[config.mk]
export PLATFORM = sky130hd
export DESIGN_NAME = mem_arbiter
export DESIGN_NICKNAME = d
export VERILOG_FILES = /design/src/rtl/mem_arbiter.sv
export SDC_FILE = /design/constraint.sdc
export NUM_CORES = 1
export LEC_CHECK = 0
export CAP_MARGIN = 10
export CORE_AREA = 2 2 193 195
export CTS_CLUSTER_SIZE = 30
export DETAILED_ROUTE_END_ITERATION = 10
export DIE_AREA = 0 0 195 197
export PLACE_DENSITY = 0.62
export SLEW_MARGIN = 20
export SYNTH_ARGS = -nofsm -noshare
export SYNTH_HDL_FRONTEND = slang
export SYNTH_SLANG_ARGS = --single-unit
[constraint.sdc]
create_clock -name clk -period 1.9 [get_ports clk]
set_input_delay 0.285 -clock clk [delete_from_list [all_inputs] [get_ports clk]]
set_output_delay 0.285 -clock clk [all_outputs]
set_load 0.05 [all_outputs]
[src/rtl/mem_arbiter.sv]
// mem_arbiter
// -----------
// Shares one single-port backing-memory bus between the instruction-fetch
// port (imem_*) and the data-access port (mem_*) of the pipelined core.
// Data accesses normally win so the memory stage is not stalled. A starvation
// counter forces a pending fetch through after STARVE_LIMIT consecutive data
// grants. Each requester sees exactly one registered ready pulse per request.
//
// Optional feature (macro MEM_ARB_TIMEOUT_EN): a bus watchdog aborts a bus
// access after TIMEOUT_CYCLES cycles without bus_ack and returns an error
// response. Without the macro, a busy access waits for bus_ack indefinitely.
//
// Ports:
//   clk, resetn              clock, asynchronous active-low reset
//   imem_req/addr            fetch request (held until imem_ready), address
//   imem_ready/err/data      fetch response pulse, error, data
//   mem_read_req/write_req   data load/store request (held until mem_ready)
//   mem_addr/wdata/size/signed  data access fields
//   mem_ready/error/rdata    data response pulse, error, load data
//   bus_req/we/addr/wdata/size/signed  backend request (held until bus_ack)
//   bus_ack/rdata/err        backend completion, read data, error
//
// All outputs are registered.

module mem_arbiter #(
    parameter int XLEN           = 64,
    parameter int STARVE_LIMIT   = 4,
    parameter int TIMEOUT_CYCLES = 256
) (
    input  logic            clk,
    input  logic            resetn,
    input  logic            imem_req,
    input  logic [31:0]     imem_addr,
    output logic            imem_ready,
    output logic            imem_err,
    output logic [XLEN-1:0] imem_data,
    input  logic            mem_read_req,
    input  logic            mem_write_req,
    input  logic [XLEN-1:0] mem_addr,
    input  logic [XLEN-1:0] mem_wdata,
    input  logic [2:0]      mem_size,
    input  logic            mem_signed,
    output logic            mem_ready,
    output logic            mem_error,
    output logic [XLEN-1:0] mem_rdata,
    output logic            bus_req,
    output logic            bus_we,
    output logic [XLEN-1:0] bus_addr,
    output logic [XLEN-1:0] bus_wdata,
    output logic [2:0]      bus_size,
    output logic            bus_signed,
    input  logic            bus_ack,
    input  logic [XLEN-1:0] bus_rdata,
    input  logic            bus_err
);

    generate
        if (XLEN != 32 && XLEN != 64) begin : g_bad_xlen
            $fatal(1, "mem_arbiter: XLEN must be 32 or 64");
        end
        if (STARVE_LIMIT < 1 || STARVE_LIMIT > 15) begin : g_bad_starve
            $fatal(1, "mem_arbiter: STARVE_LIMIT must be 1..15");
        end
        if (TIMEOUT_CYCLES < 1) begin : g_bad_timeout
            $fatal(1, "mem_arbiter: TIMEOUT_CYCLES must be at least 1");
        end
    endgenerate

    typedef enum logic [1:0] {IDLE, BUSY_I, BUSY_D, RESP} state_t;

    localparam logic [3:0] STARVE_MAX = 4'(STARVE_LIMIT);

    state_t     state;
    logic [3:0] starve_cnt;
    logic       data_pending;
    logic       fetch_win;
    logic       timeout;

    assign data_pending = mem_read_req | mem_write_req;
    // A pending fetch loses to data until the starve counter saturates.
    assign fetch_win    = imem_req & (~data_pending | (starve_cnt == STARVE_MAX));

`ifdef MEM_ARB_TIMEOUT_EN
    localparam int TW = $clog2(TIMEOUT_CYCLES + 1);
    logic [TW-1:0] to_cnt;

    // Counts busy cycles without an ack; restarts on every new access.
    always_ff @(posedge clk or negedge resetn) begin
        if (!resetn) begin
            to_cnt <= '0;
        end else if ((state == BUSY_I || state == BUSY_D) && !bus_ack) begin
            to_cnt <= to_cnt + 1'b1;
        end else begin
            to_cnt <= '0;
        end
    end

    assign timeout = (to_cnt == TW'(TIMEOUT_CYCLES - 1));
`else
    assign timeout = 1'b0;
`endif

    always_ff @(posedge clk or negedge resetn) begin
        if (!resetn) begin
            state      <= IDLE;
            starve_cnt <= '0;
            imem_ready <= 1'b0;
            imem_err   <= 1'b0;
            imem_data  <= '0;
            mem_ready  <= 1'b0;
            mem_error  <= 1'b0;
            mem_rdata  <= '0;
            bus_req    <= 1'b0;
            bus_we     <= 1'b0;
            bus_addr   <= '0;
            bus_wdata  <= '0;
            bus_size   <= '0;
            bus_signed <= 1'b0;
        end else begin
            case (state)
                IDLE: begin
                    if (fetch_win) begin
                        state      <= BUSY_I;
                        starve_cnt <= '0;
                        bus_req    <= 1'b1;
                        bus_we     <= 1'b0;
                        bus_addr   <= XLEN'(imem_addr);
                        bus_wdata  <= '0;
                        bus_size   <= 3'b010;
                        bus_signed <= 1'b0;
                    end else if (data_pending) begin
                        // Only reachable with imem_req low or counter below limit.
                        if (imem_req) begin
                            starve_cnt <= starve_cnt + 1'b1;
                        end else begin
                            starve_cnt <= '0;
                        end
                        if (mem_read_req && mem_write_req) begin
                            // Illegal combined request: answer with an error, no bus cycle.
                            state     <= RESP;
                            mem_ready <= 1'b1;
                            mem_error <= 1'b1;
                            mem_rdata <= '0;
                        end else begin
                            state      <= BUSY_D;
                            bus_req    <= 1'b1;
                            bus_we     <= mem_write_req;
                            bus_addr   <= mem_addr;
                            bus_wdata  <= mem_wdata;
                            bus_size   <= mem_size;
                            bus_signed <= mem_signed;
                        end
                    end else begin
                        starve_cnt <= '0;
                    end
                end
                BUSY_I: begin
                    if (bus_ack) begin
                        state      <= RESP;
                        bus_req    <= 1'b0;
                        imem_ready <= 1'b1;
                        imem_err   <= bus_err;
                        imem_data  <= bus_rdata;
                    end else if (timeout) begin
                        state      <= RESP;
                        bus_req    <= 1'b0;
                        imem_ready <= 1'b1;
                        imem_err   <= 1'b1;
                        imem_data  <= '0;
                    end
                end
                BUSY_D: begin
                    if (bus_ack) begin
                        state     <= RESP;
                        bus_req   <= 1'b0;
                        mem_ready <= 1'b1;
                        mem_error <= bus_err;
                        // Stores return zero data regardless of what the bus drives.
                        mem_rdata <= bus_we ? '0 : bus_rdata;
                    end else if (timeout) begin
                        state     <= RESP;
                        bus_req   <= 1'b0;
                        mem_ready <= 1'b1;
                        mem_error <= 1'b1;
                        mem_rdata <= '0;
                    end
                end
                RESP: begin
                    state      <= IDLE;
                    imem_ready <= 1'b0;
                    imem_err   <= 1'b0;
                    imem_data  <= '0;
                    mem_ready  <= 1'b0;
                    mem_error  <= 1'b0;
                    mem_rdata  <= '0;
                end
                default: state <= IDLE;
            endcase
        end
    end

endmodule

==> run metrics <==
final number of hold-violating endpoints 0; DP Cell Count about 1,900; cell breakdown of the critical path inv_2 -> ha_4 -> and4b_4 -> buf_6 -> a21oi_4 -> buf_12 -> buf_12 -> buf_12 -> mux2i_2 -> o21ai_1; failing checks negative setup slack; Tmin final roughly 1900 ps; maximum net fanout on the critical path 8; Total Power Consumption 0.0349 W; Layout Cells excl Fill slightly below 2,000; dpl hpwl 26,700 µm; dpl ws -159 ps; overall global routing resource usage between 10% and 20%; clock-pin slew of the registers on the worst-case setup and hold paths ~60 ps; number of cells on the worst hold path 3; Max Clk Rate 0.526 GHz; most repeated library cell on the critical path sky130_fd_sc_hd__buf_12; origin of the critical flop-to-flop path starve_cnt[1]; category of the worst setup path launch point flip-flop; final clock skew approximately 27 ps; number of design rule violations left after detail routing 0; worst-margin pin slew 550 ps; final setup violating endpoints 3; detailed router's first-iteration violation count 294; via count of the first global-routing pass between 9,000 and 10,000; CP bufs+invs 5; Post-DRT Antenna Nets 0; Register-to-Register Setup Slack -3 ps; worst slew slack as a fraction of its limit about 63%; cell count after synthesis between 900 and 1,000; CTS H-tree depth 1; type of destination of the critical path flip-flop; leakage power of the design around 9 nW; final worst hold slack 243 ps; Mapped Area around 11,000 µm²; CORE AREA around 36,000 µm²; Max Transition Viols Final 0; required time reported for the critical path endpoint 2340 ps; sum of negative setup slack -7.65 ps; Arrival @ worst endpoint ~2300 ps; GR Overflow Total 0; compound-gate portion of the synthesized area 17.9%; slowest cell on the critical path sky130_fd_sc_hd__dfrtp_1; Hold Path Sink bus_wdata[40]; path depth of the worst reg2reg path 10; share of cells above drive strength 1 around 13%; Synth warnings 0; kind of cell adding the most delay to the critical path buffers and inverters; run status finished, violations left; Inserted Clock Buffers 30; number of nets in the finished design approximately 1,700; die boundary height approximately 200 µm; Routed WL about 37,000 µm; total nets after synthesis between 1,000 and 1,500; largest family of logic cells by synthesized area compound AO/OA/AOI/OAI gates; xor/xnor cell area share of the yosys netlist 0%; Worst Setup Slack, final -2.83 ps; CTS Sinks between 200 and 300; critical path class reg -> reg; via density per instance around 4.6; total power divided by cell area 1990 nW/µm²; Adder-Cell Fraction of Synth Area less than 1%; synthesized-area fraction occupied by and/or/nand/nor cells a little under a tenth; DR pass1 iterations 5; Die Outline Area between 30,000 and 40,000 µm²; weighted congestion at the end of routability-driven global placement 0.800; Max IR drop VDD approximately 0.001 V; Max Cap Violations 0; delay of the slowest cell on the worst path around 380 ps; pin count of the biggest net entering global routing 67; TritonCTS clock tree yes; Initial Utilization 29.5%; area growth from synthesis to layout 63.6%; number of ports placed on the die boundary 501; RSZ-0062 raised after global routing yes; horizontal die dimension 195 µm; average detailed-routed wire length per instance 18.6 µm; worst-skew pair later-pin latency about 580 ps; standard-cell rows 70; routed vias 9,100; Synth Register Bits 272; proportion of synthesized chip area in sequential cells between 60% and 70%; classification of the worst-slack hold path in -> reg; maximum buffer depth of the clock tree 3; port buffer count 500; endpoint of the worst register-to-register path bus_addr[25]; Hold Crit Start mem_wdata[40]; Syn Area/Cell 11.5 µm²; Root Buffer Master sky130_fd_sc_hd__clkbuf_16; portion of the clock cycle consumed by the worst path in the final layout 100%; portion of netlist area occupied by mux cells between 3 and 4%; global-route wire length before repair roughly 55,000 µm; initial antenna violation count 8; number of different library cells in the post-synthesis netlist 35
[stage by stage]
| stage | instance area (µm²) | util (%) |
|---|---|---|
| 2_1_floorplan | 10700 | - |
| 3_3_place_gp | 16500 | 45.5 |
| 3_5_place_dp | 16500 | 45.5 |
| 4_1_cts | 17300 | 47.7 |
| 5_1_grt | 17500 | 48.3 |
| 6_report | 17500 | 48.3 |
[synthesized netlist by cell type]
cell	number	area (µm²)
sky130_fd_sc_hd__a21boi_0	1	7.51
sky130_fd_sc_hd__a21o_1	2	15.0
sky130_fd_sc_hd__a21oi_1	5	25.0
sky130_fd_sc_hd__a22o_1	129	1130
sky130_fd_sc_hd__a31oi_1	2	12.5
sky130_fd_sc_hd__and4b_4	1	13.8
sky130_fd_sc_hd__buf_1	3	11.3
sky130_fd_sc_hd__buf_2	19	95.1
sky130_fd_sc_hd__buf_4	2	15.0
sky130_fd_sc_hd__buf_6	22	248
sky130_fd_sc_hd__buf_8	1	15.0
sky130_fd_sc_hd__clkbuf_1	18	67.6
sky130_fd_sc_hd__clkbuf_2	7	35.0
sky130_fd_sc_hd__clkbuf_4	1	7.51
sky130_fd_sc_hd__dfrtp_1	272	6810
sky130_fd_sc_hd__ha_1	7	87.6
sky130_fd_sc_hd__inv_1	7	26.3
sky130_fd_sc_hd__mux2_2	2	22.5
sky130_fd_sc_hd__mux2i_1	36	360
sky130_fd_sc_hd__nand2_1	237	890
sky130_fd_sc_hd__nand2b_1	2	12.5
sky130_fd_sc_hd__nand3_1	1	5.00
sky130_fd_sc_hd__nand3b_1	2	15.0
sky130_fd_sc_hd__nand4b_1	1	8.76
sky130_fd_sc_hd__nor2_1	5	18.8
sky130_fd_sc_hd__nor2b_1	1	6.26
sky130_fd_sc_hd__nor3_1	1	5.00
sky130_fd_sc_hd__nor3b_1	1	7.51
sky130_fd_sc_hd__nor3b_2	1	12.5
sky130_fd_sc_hd__o211ai_2	1	12.5
sky130_fd_sc_hd__o21ai_0	3	15.0
sky130_fd_sc_hd__o21ai_1	135	676
sky130_fd_sc_hd__o22ai_1	2	12.5
sky130_fd_sc_hd__o2bb2ai_1	1	8.76
sky130_fd_sc_hd__or3_1	1	6.26
[cell families (layout without fill, tap and decap cells)]
kind of cell	after synthesis	count (layout)
adder cells (fa/ha/maj)	7	7
multiplexers	38	38
buffers and inverters	80	639
flip-flops	272	272
AND/OR/NAND/NOR	254	254
other	0	7
AO/OA/AOI/OAI	281	281
[cell usage in the layout, fill, tap and decap left out, types with 25 or more instances in the layout]
cell                              instances
sky130_fd_sc_hd__clkbuf_16               33
sky130_fd_sc_hd__clkdlybuf4s50_1        233
sky130_fd_sc_hd__a22o_1                 129
sky130_fd_sc_hd__buf_4                   92
sky130_fd_sc_hd__buf_12                  25
sky130_fd_sc_hd__o21ai_1                134
sky130_fd_sc_hd__dlygate4sd2_1          214
sky130_fd_sc_hd__mux2i_1                 28
sky130_fd_sc_hd__nand2_1                236
sky130_fd_sc_hd__dfrtp_1                272
[power breakdown]
group / internal (W) / switching (W) / leakage [nW]
Combinational: 0.00567 / 0.0136 / 5.00
Clock: 0.00348 / 0.00245 / 0.494
Sequential: 0.00835 / 0.00142 / 3.55
Total: 0.0175 / 0.0174 / 9.05
[how the worst max path moves through the flow]
| stage | from | to | slack [ps] | cells after the start |
|---|---|---|---|---|
| 2_1_floorplan | state[1] | imem_data[19] | 190 | 6 |
| 3_3_place_gp | imem_req | bus_wdata[15] | -130 | 8 |
| 3_5_place_dp | imem_req | bus_wdata[5] | -160 | 8 |
| 4_1_cts | starve_cnt[1] | bus_addr[28] | -2 | 9 |
| 5_1_grt | starve_cnt[1] | bus_addr[9] | -70 | 10 |
| 6_report | starve_cnt[1] | bus_addr[25] | -3 | 10 |
[cell type report]
type | count | area [µm²]
repair buffers | 576 | 5600
clock buffers | 39 | 825
fillers | 3462 | 18700
diodes | 7 | 17.5
flip-flops and latches | 272 | 6810
well taps | 468 | 586
multi-input cells | 580 | 3480
clock inverters | 17 | 190
inverters | 7 | 26.3
[metal layers]
| layer | share of wire [%] | vias to the layer above | GRT usage (%) | wire (µm) |
|---|---|---|---|---|
| li1 | - | 4327 | - | - |
| met1 | 39 | 4327 | 21.5 | 14100 |
| met2 | 49 | 386 | 31.0 | 17800 |
| met3 | 10 | 58 | 6.90 | 3720 |
| met4 | 2.5 | 2 | 6.08 | 930 |
| met5 | 0.036 | - | 0 | 13 |
[worst reg2reg max path, stage by stage, from the launching register on]
cell                      delay, ps
sky130_fd_sc_hd__dfrtp_1        380
sky130_fd_sc_hd__inv_2           60
sky130_fd_sc_hd__ha_4           150
sky130_fd_sc_hd__and4b_4        190
sky130_fd_sc_hd__buf_6          120
sky130_fd_sc_hd__a21oi_4        140
sky130_fd_sc_hd__buf_12         150
sky130_fd_sc_hd__buf_12         130
sky130_fd_sc_hd__buf_12         130
sky130_fd_sc_hd__mux2i_2        220
sky130_fd_sc_hd__o21ai_1         90
[flip-flops by register name, indices dropped and copies added (netlist names)]
signal,cells
bus_signed,1
bus_we,1
mem_ready,1
imem_err,1
bus_addr,64
bus_req,1
mem_rdata,64
bus_wdata,64
state,2
imem_ready,1
imem_data,64
bus_size,3
starve_cnt,4
mem_error,1
[repair_timing]
action / in CTS / in global routing
pin swaps: 0 / 2
hold buffers: 1 / 0
gates cloned: 1 / 3
setup buffers: 1 / 6
setup endpoints to repair: 267 / 178
gates resized for setup: 217 / 19
hold endpoints to repair: 45 / 0
(Power assumes the default switching activity.)
